### src/rtl/mem_arbiter.sv
// Two-port (fetch/data) arbiter onto a single-outstanding shared memory port.
// Define MEM_ARB_ROUND_ROBIN_EN for alternating grants; otherwise the data port has fixed priority.
module mem_arbiter #(
  parameter int ADDR_W = 32,
  parameter int DATA_W = 32
) (
  input  logic                CLK,
  input  logic                RESET,
  input  logic                i_req_valid,
  input  logic [ADDR_W-1:0]   i_req_addr,
  output logic                i_req_ready,
  output logic                i_rsp_valid,
  output logic [DATA_W-1:0]   i_rsp_data,
  input  logic                d_req_valid,
  input  logic [ADDR_W-1:0]   d_req_addr,
  input  logic                d_req_we,
  input  logic [DATA_W-1:0]   d_req_wdata,
  input  logic [DATA_W/8-1:0] d_req_wmask,
  output logic                d_req_ready,
  output logic                d_rsp_valid,
  output logic [DATA_W-1:0]   d_rsp_data,
  output logic                mem_req_valid,
  output logic [ADDR_W-1:0]   mem_req_addr,
  output logic                mem_req_we,
  output logic [DATA_W-1:0]   mem_req_wdata,
  output logic [DATA_W/8-1:0] mem_req_wmask,
  input  logic                mem_req_ready,
  input  logic                mem_rsp_valid,
  input  logic [DATA_W-1:0]   mem_rsp_data,
  output logic                busy,
  output logic                err_spurious
);

  localparam int MASK_W = DATA_W / 8;

  typedef enum logic [1:0] {IDLE = 2'd0, ISSUE = 2'd1, WAIT = 2'd2} state_t;

  state_t              state_q;
  state_t              state_nxt;
  logic                gnt_d;
  logic                gnt_i;
  logic                issue;
  logic                rsp_hit;
  logic                owner_d_p0;
  logic [ADDR_W-1:0]   addr_p0;
  logic                we_p0;
  logic [DATA_W-1:0]   wdata_p0;
  logic [MASK_W-1:0]   wmask_p0;
  logic                vld_i_p1;
  logic                vld_d_p1;
  logic [DATA_W-1:0]   data_i_p1;
  logic [DATA_W-1:0]   data_d_p1;
  logic                err_q;

  assign issue   = (state_q == ISSUE);
  assign rsp_hit = (state_q == WAIT) && mem_rsp_valid;

`ifdef MEM_ARB_ROUND_ROBIN_EN
  // last_d_q resets low so the data port wins the first contested grant
  logic last_d_q;

  always_comb begin
    gnt_d = 1'b0;
    gnt_i = 1'b0;
    if (state_q == IDLE) begin
      if (d_req_valid && !(i_req_valid && last_d_q)) gnt_d = 1'b1;
      else if (i_req_valid)                          gnt_i = 1'b1;
    end
  end

  always_ff @(posedge CLK or posedge RESET) begin
    if (RESET)              last_d_q <= 1'b0;
    else if (gnt_d || gnt_i) last_d_q <= gnt_d;
  end
`else
  always_comb begin
    gnt_d = 1'b0;
    gnt_i = 1'b0;
    if (state_q == IDLE) begin
      if (d_req_valid)      gnt_d = 1'b1;
      else if (i_req_valid) gnt_i = 1'b1;
    end
  end
`endif

  always_comb begin
    state_nxt = state_q;
    case (state_q)
      IDLE:    if (gnt_d || gnt_i) state_nxt = ISSUE;
      ISSUE:   if (mem_req_ready)  state_nxt = WAIT;
      WAIT:    if (mem_rsp_valid)  state_nxt = IDLE;
      default: state_nxt = IDLE;
    endcase
  end

  // p0: request captured at grant, held through ISSUE/WAIT
  always_ff @(posedge CLK) begin
    if (gnt_d) begin
      owner_d_p0 <= 1'b1;
      addr_p0    <= d_req_addr;
      we_p0      <= d_req_we;
      wdata_p0   <= d_req_wdata;
      wmask_p0   <= d_req_wmask;
    end else if (gnt_i) begin
      owner_d_p0 <= 1'b0;
      addr_p0    <= i_req_addr;
      we_p0      <= 1'b0;
      wdata_p0   <= '0;
      wmask_p0   <= '0;
    end
  end

  // p1: response routed to its owner; data registers clear on reset so outputs read 0
  always_ff @(posedge CLK or posedge RESET) begin
    if (RESET) begin
      state_q   <= IDLE;
      vld_i_p1  <= 1'b0;
      vld_d_p1  <= 1'b0;
      data_i_p1 <= '0;
      data_d_p1 <= '0;
      err_q     <= 1'b0;
    end else begin
      state_q  <= state_nxt;
      vld_i_p1 <= rsp_hit && !owner_d_p0;
      vld_d_p1 <= rsp_hit && owner_d_p0;
      if (rsp_hit && owner_d_p0)  data_d_p1 <= mem_rsp_data;
      if (rsp_hit && !owner_d_p0) data_i_p1 <= mem_rsp_data;
      if (mem_rsp_valid && (state_q != WAIT)) err_q <= 1'b1;
    end
  end

  assign i_req_ready   = gnt_i & ~RESET;
  assign d_req_ready   = gnt_d & ~RESET;
  assign i_rsp_valid   = vld_i_p1;
  assign i_rsp_data    = data_i_p1;
  assign d_rsp_valid   = vld_d_p1;
  assign d_rsp_data    = data_d_p1;
  assign mem_req_valid = issue;
  assign mem_req_addr  = issue ? addr_p0  : '0;
  assign mem_req_we    = issue ? we_p0    : 1'b0;
  assign mem_req_wdata = issue ? wdata_p0 : '0;
  assign mem_req_wmask = issue ? wmask_p0 : '0;
  assign busy          = (state_q != IDLE);
  assign err_spurious  = err_q;

endmodule

### config.mk
export PLATFORM = sky130hd
export DESIGN_NAME = mem_arbiter
export DESIGN_NICKNAME = d
export VERILOG_FILES = /design/src/rtl/mem_arbiter.sv
export SDC_FILE = /design/constraint.sdc
export NUM_CORES = 1
export LEC_CHECK = 0
export ABC_AREA = 0
export CORE_AREA = 4 4 125 127
export DETAILED_ROUTE_END_ITERATION = 10
export DIE_AREA = 0 0 129 131
export PLACE_DENSITY = 0.91
export SLEW_MARGIN = 25
export SYNTH_ARGS = -nofsm -noshare
export SYNTH_HDL_FRONTEND = slang
export SYNTH_SLANG_ARGS = --single-unit
### constraint.sdc
create_clock -name CLK -period 4.6 [get_ports CLK]
set_input_delay 1.38 -clock CLK [delete_from_list [all_inputs] [get_ports CLK]]
set_output_delay 1.38 -clock CLK [all_outputs]
set_load 0.01 [all_outputs]
==> out/qor.yml, run 1 <==
required_ns: 3.22
grt_overflow: 0
drc: 0
drv_slew: 0
vias: 4031
drt_pre_antenna_iters: 4
tritoncts: "yes"
r2r.worst_path.cells: 3
clock-sinks: 139
dpl.hpwl_mm: 11.01
status: "completed"
post-route-period-util: 0.9765
drt_iter0_markers: 108
synth_top_area_share: 0.3526
ys_types: 25
top_level_ports: 279
path_class: "input pin to output pin"
synth_edf_count: 69
rsz0062_at_grt: "false"
yosysTopAreaCell: "edfxtp_1"
detailedPlace.worstSlack_ns: 0.1154
synth_area_sq_mm: 0.005876
final_nets: 801
yosysMostFrequentCell: "and2_1"
crit_path_max_incr_delay_ns: 0.59
worst-path-max-fanout: 3
die_area_sq_mm: 0.01690
critPathArrivalTime_ns: 3.11
clk_latency_ns: 0.41
setup_violations: 0
max_freq_mhz: 222.6
ys_top_cells_by_area: "edfxtp_1, dfrtp_1, mux2_2, and2_1, buf_6"
die_x_microns: 129
placementRows: 44
powerDensity_mw_per_mm2: 637.9
antenna_found_initial: 0
rrSetupSlack_ns: 2.50
grt_usage: 0.1789
initial_core_util: 0.4074
rr_endpoint: "wdata_p0[4]$_SDFFCE_PP0P_"
skew_ns: 0.007122
yosysWarnings: 0
wirelength_mm: 15.17
critPathCapture: "i_req_ready"
hold_buffers: 0
ys_ff_latch: 139
cap_violations: 0
cts_resized: 0
setup_tns_ns: 0
cts_max_path_buffers: 2
crit_top_cell: "clkdlybuf4s50_1"
drive_above_1_share: 0.2030
core_area_sq_mm: 0.01442
grt_pass1_vias: 4367
postCtsSetupRepairBufs: 0
worstSetupStartpointType: "input pin"
grt_max_degree: 71
worst_pin_slew_ns: 0.8557
place_area_sq_mm: 0.008782
end_kind: "output pin"
cts_root_buf: "clkbuf_16"
hold_path_depth: 1
worst_slack_ns: 0.1080
cp_num_buf_inv: 2
stdcell_area_sq_mm: 0.009402
syn-num-nets: 522
vias_per_cell: 4.693
yosysSeqAreaShare: 0.6499
cts_made_buffers: 17
ys.flop_type: "edfxtp_1"
wl_per_cell_microns: 17.66
post-route-min-period_ns: 4.492
path_cells: "clkdlybuf4s50_1 > or3b_2 > nor3_1 > clkdlybuf4s50_1"
postSynthCellCount: 383
timing.rr.start: "state_q[1]$_DFFE_PP0P_"
grt_pass1_wl_mm: 23.13
hold_violations: 0
ir_drop_mv: 0.4082
htreeDepth: 4
die_h_microns: 131
ant_nets: 0
portBuffers: 278
leakage_nw: 3.687
clkTransAtPathRegs_ns: 0.06
globalplace.congestion: 0.7603
crit_path_start: "i_req_valid"
synth_area_per_cell_sq_um: 15.34
holdCritPathClass: "flop to flop"
async_reset_ff_frac: 0.4964
synthTopCellsByCount: "and2_1, mux2_2, dfrtp_1, edfxtp_1, clkbuf_1"
critical_path_cell_count: 4
antennaDiodeCount: 0
syn_to_final_growth_pct: 60.01
crit_path_top_delay_cell: "clkdlybuf4s50_1"
path_delay_family: "buffers and inverters"
relSlewSlack: 0.4296
-- worst min path at each step --
stage | startpoint | to | slack [ns]
after floorplan | err_spurious$_DFFE_PP0P_ | err_spurious$_DFFE_PP0P_ | 0.49
after global placement | err_spurious$_DFFE_PP0P_ | err_spurious$_DFFE_PP0P_ | 0.46
after detailed placement | err_spurious$_DFFE_PP0P_ | err_spurious$_DFFE_PP0P_ | 0.48
after CTS | err_spurious$_DFFE_PP0P_ | err_spurious$_DFFE_PP0P_ | 0.49
after global routing | err_spurious$_DFFE_PP0P_ | err_spurious$_DFFE_PP0P_ | 0.51
final | err_spurious$_DFFE_PP0P_ | err_spurious$_DFFE_PP0P_ | 0.50
-- logic make-up (layout without fill, tap and decap cells) --
group / Yosys count / after routing / synth area share
AOI/OAI and AO/OA: 3 / 3 / 0.003620
buffers and inverters: 25 / 317 / 0.02832
DFF: 139 / 139 / 0.6499
muxes: 96 / 96 / 0.1853
and+or+nand+nor: 120 / 120 / 0.1329
-- cells in the final DEF (no fill, tap or decap) --
cell             netlist  routed
a21o_1                 2       2
and2_1               107     107
and4bb_1               1       1
buf_4                  2       5
bufinv_16              0       1
clkbuf_16              0      19
clkbuf_8               0       2
clkdlybuf4s50_1        0     278
clkinv_4               0       2
clkinvlp_4             0       1
dfrtp_1               69      69
dfxtp_1                1       1
edfxtp_1              69      69
inv_1                  2       1
inv_2                  0       1
inv_4                  0       1
inv_6                  0       5
inv_8                  0       1
mux2_1                 3       3
mux2_2                91      91
mux2_4                 2       2
nand2_1                1       1
nand2b_1               1       1
nand4b_4               1       1
nor2_1                 2       1
nor2_4                 0       1
nor2b_4                0       1
nor3_1                 2       2
nor3b_1                1       1
nor3b_4                1       1
o22ai_1                1       1
or2_2                  1       1
or3b_2                 1       1
-- layout make-up --
cell class / count / area, sq um
timing repair buffer: 283 / 2820
inverter: 2 / 7.507
clock buffer: 21 / 503.0
sequential: 139 / 3819
clock inverter: 11 / 116.4
multi-input combinational: 219 / 1906
fill: 988 / 5022
tap: 184 / 230.2
-- registers in the layout, summed over array words and instances (netlist names) --
signal / count
i_rsp_valid: 1
d_rsp_data: 32
err_spurious: 1
owner_d_p0: 1
state_q: 2
we_p0: 1
i_rsp_data: 32
addr_p0: 32
d_rsp_valid: 1
wmask_p0: 4
wdata_p0: 32
-- per-stage QoR --
stage                 util  hold slack, ns  total power (W)  instances
finish              0.6518          0.4974         0.005997        859
global route        0.6518          0.5051         0.006333        859
CTS                 0.6518          0.4940         0.006082        859
detailed placement  0.6089          0.4814         0.004651        827
global placement    0.6089          0.4643         0.004566        827
floorplan                -          0.4932         0.003241        383
-- power breakdown --
group / internal [W] / total (W) / switching, W / leakage [nW]
registers: 0.00190 / 0.00212 / 0.000228 / 1.52
logic: 0.00147 / 0.00248 / 0.00101 / 1.86
clock network: 0.000853 / 0.00139 / 0.000541 / 0.304
-- layer usage --
metal / routed length [microns] / global-route usage
met5: 0 / 0
met4: 240 / 0.06547
met3: 1888 / 0.08943
met2: 7627 / 0.3098
met1: 5412 / 0.1882
Power figures use the tool's default switching activity.
==> run 2, diff against run 1 <==
--- a/config.mk
+++ b/config.mk
@@ -6,10 +6,11 @@
 export NUM_CORES = 1
 export LEC_CHECK = 0
 export ABC_AREA = 0
-export CORE_AREA = 4 4 125 127
+export CORE_AREA = 4 4 105 107
 export DETAILED_ROUTE_END_ITERATION = 10
-export DIE_AREA = 0 0 129 131
-export PLACE_DENSITY = 0.91
+export DIE_AREA = 0 0 109 111
+export DONT_BUFFER_PORTS = 1
+export PLACE_DENSITY = 0.86
 export SLEW_MARGIN = 25
 export SYNTH_ARGS = -nofsm -noshare
 export SYNTH_HDL_FRONTEND = slang
==> out/qor.yml, run 2 (synthesis gave the netlist of run 1 again) <==
tritoncts: "yes"
die_area_sq_mm: 0.01210  # -28%
cp_num_buf_inv: 0  # -2
final_nets: 524  # -35%
dpl.hpwl_mm: 8.683  # -21%
max_freq_mhz: 284.4  # +28%
grt_pass1_wl_mm: 17.57  # -24%
end_kind: "output pin"
clk_latency_ns: 0.50  # +0.09 ns
drive_above_1_share: 0.3426  # +0.1396
rr_endpoint: "wdata_p0[18]$_SDFFCE_PP0P_"
vias_per_cell: 5.591  # +19%
setup_tns_ns: 0  # unchanged
die_h_microns: 111  # -15%
cts_root_buf: "clkbuf_8"
drv_slew: 0  # unchanged
cts_max_path_buffers: 2  # unchanged
grt_max_degree: 71  # unchanged
top_level_ports: 279  # unchanged
grtUsageMet2: 0.3325  # +0.02276
clkTransAtPathRegs_ns: 0.06  # about the same
syn_to_final_growth_pct: 11.84
holdPathEnd: "err_spurious$_DFFE_PP0P_"
hold_buffers: 0  # unchanged
path_cells: "or3b_2 > nor3_1"
drc: 0  # unchanged
rrSetupSlack_ns: 2.34  # -0.16 ns
crit_path_top_delay_cell: "or3b_2"
vias: 2991  # -26%
relSlewSlack: 0.4522  # +0.02265
crit_path_max_incr_delay_ns: 0.45  # -0.14 ns
fin_util: 0.6482  # -0.003649
powerDensity_mw_per_mm2: 734.0  # +15%
cts_made_buffers: 17  # unchanged
worstSetupStartpointType: "input pin"
placementRows: 37  # -16%
cap_violations: 0  # unchanged
final_common_cell: "and2_1"
holdCritPathClass: "flop to flop"
required_ns: 3.22  # about the same
wl_per_cell_microns: 22.33  # +26%
ir_drop_mv: 0.4456  # +9.2%
clock-sinks: 139  # unchanged
grt_overflow: 0  # unchanged
htreeDepth: 4  # unchanged
portBuffers: 0  # -100%
status: "completed"
wirelength_mm: 11.95  # -21%
grt_pass1_vias: 3279  # -25%
path_delay_family: "simple AND/OR/NAND/NOR gates"
cts_resized: 0  # unchanged
path_class: "input pin to output pin"
timing.rr.start: "state_q[1]$_DFFE_PP0P_"
hold_ws_ns: 0.5508  # +0.05342 ns
setup_violations: 0  # unchanged
worst_pin_slew_ns: 0.8217  # -0.03398 ns
globalplace.congestion: 0.7537  # -0.87%
mostFrequentLayoutCells: "and2_1, mux2_2, edfxtp_1, dfrtp_1, clkbuf_16"
die_x_microns: 109  # -16%
antenna_found_initial: 1  # +1
hold_path_depth: 1  # unchanged
leakage_nw: 2.641  # -28%
worstHoldStart: "err_spurious$_DFFE_PP0P_"
r2r.worst_path.cells: 3  # unchanged
initial_core_util: 0.5795  # +0.1722
rsz0062_at_grt: "false"
hold_violations: 0  # unchanged
post-route-period-util: 0.7643  # -0.2122
core_area_sq_mm: 0.01014  # -30%
critPathArrivalTime_ns: 2.14  # -0.97 ns
worst-path-max-fanout: 3  # unchanged
use_met3: 0.1013  # +0.01191
skew_ns: 0.005853  # -0.001270 ns
grt-busiest-layer: "met2"
drt_iter0_markers: 109  # +0.93%
drt_pre_antenna_iters: 4  # unchanged
post-route-min-period_ns: 3.516  # -0.9760 ns
postCtsSetupRepairBufs: 0  # unchanged
grt_usage: 0.1950  # +0.01607
use_met1: 0.1902  # +0.002020
ant_nets: 0  # unchanged
[run 2: cell types whose count changed in the layout (fill, tap and decap cells not counted), sizes merged]
cell | before | now
clkdlybuf4s50 | 278 | 0
inv | 9 | 4
clkbuf | 21 | 24
clkinv | 2 | 4
diode | 0 | 2
buf | 5 | 6
clkinvlp | 1 | 0
[run 2: metal layers]
layer  vias up  wire, microns
met5         -              0
met4         0            274
li1       1333              -
met3        24           1532
met1      1444           3955
met2       190           6185
[run 2: final cells by class]
class                   count  area [sq um]
repair buffers              6         57.56
fillers                   692          3567
inverters                   2         7.507
clock buffers              24         534.3
diodes                      2         5.005
clock inverters             7         72.57
multi-input cells         219          1906
well taps                 136         170.2
flip-flops and latches    139          3819
[run 2: through the flow]
step / std cells / power [W] / cell area [sq um] / setup WS, ns
floorplan: 383 / 0.003241 / 5878 / 0.06012
global placement: 501 / 0.003447 / 5939 / 1.076
detailed placement: 501 / 0.003502 / 5939 / 1.071
CTS: 532 / 0.004861 / 6546 / 0.8506
global route: 534 / 0.005082 / 6569 / 1.070
finish: 535 / 0.004823 / 6571 / 1.084
[run 2: worst max-delay path by stage]
stage,start,endpoint,slack (ns),cells past startpoint
6_report,i_req_valid,i_req_ready,1.08,2
5_1_grt,i_req_valid,i_req_ready,1.07,2
4_1_cts,state_q[0]$_DFFE_PP0P_,mem_req_wmask[2],0.85,2
3_5_place_dp,i_req_valid,i_req_ready,1.07,2
3_3_place_gp,i_req_valid,i_req_ready,1.08,2
2_1_floorplan,RESET,d_req_ready,0.06,2
[run 2: power by group]
part           leakage [nW]  switching [W]  total (W)  internal [W]
clock network         0.303       0.000485    0.00134      0.000857
logic                 0.818       0.000640    0.00116      0.000523
registers              1.52       0.000424    0.00232       0.00189
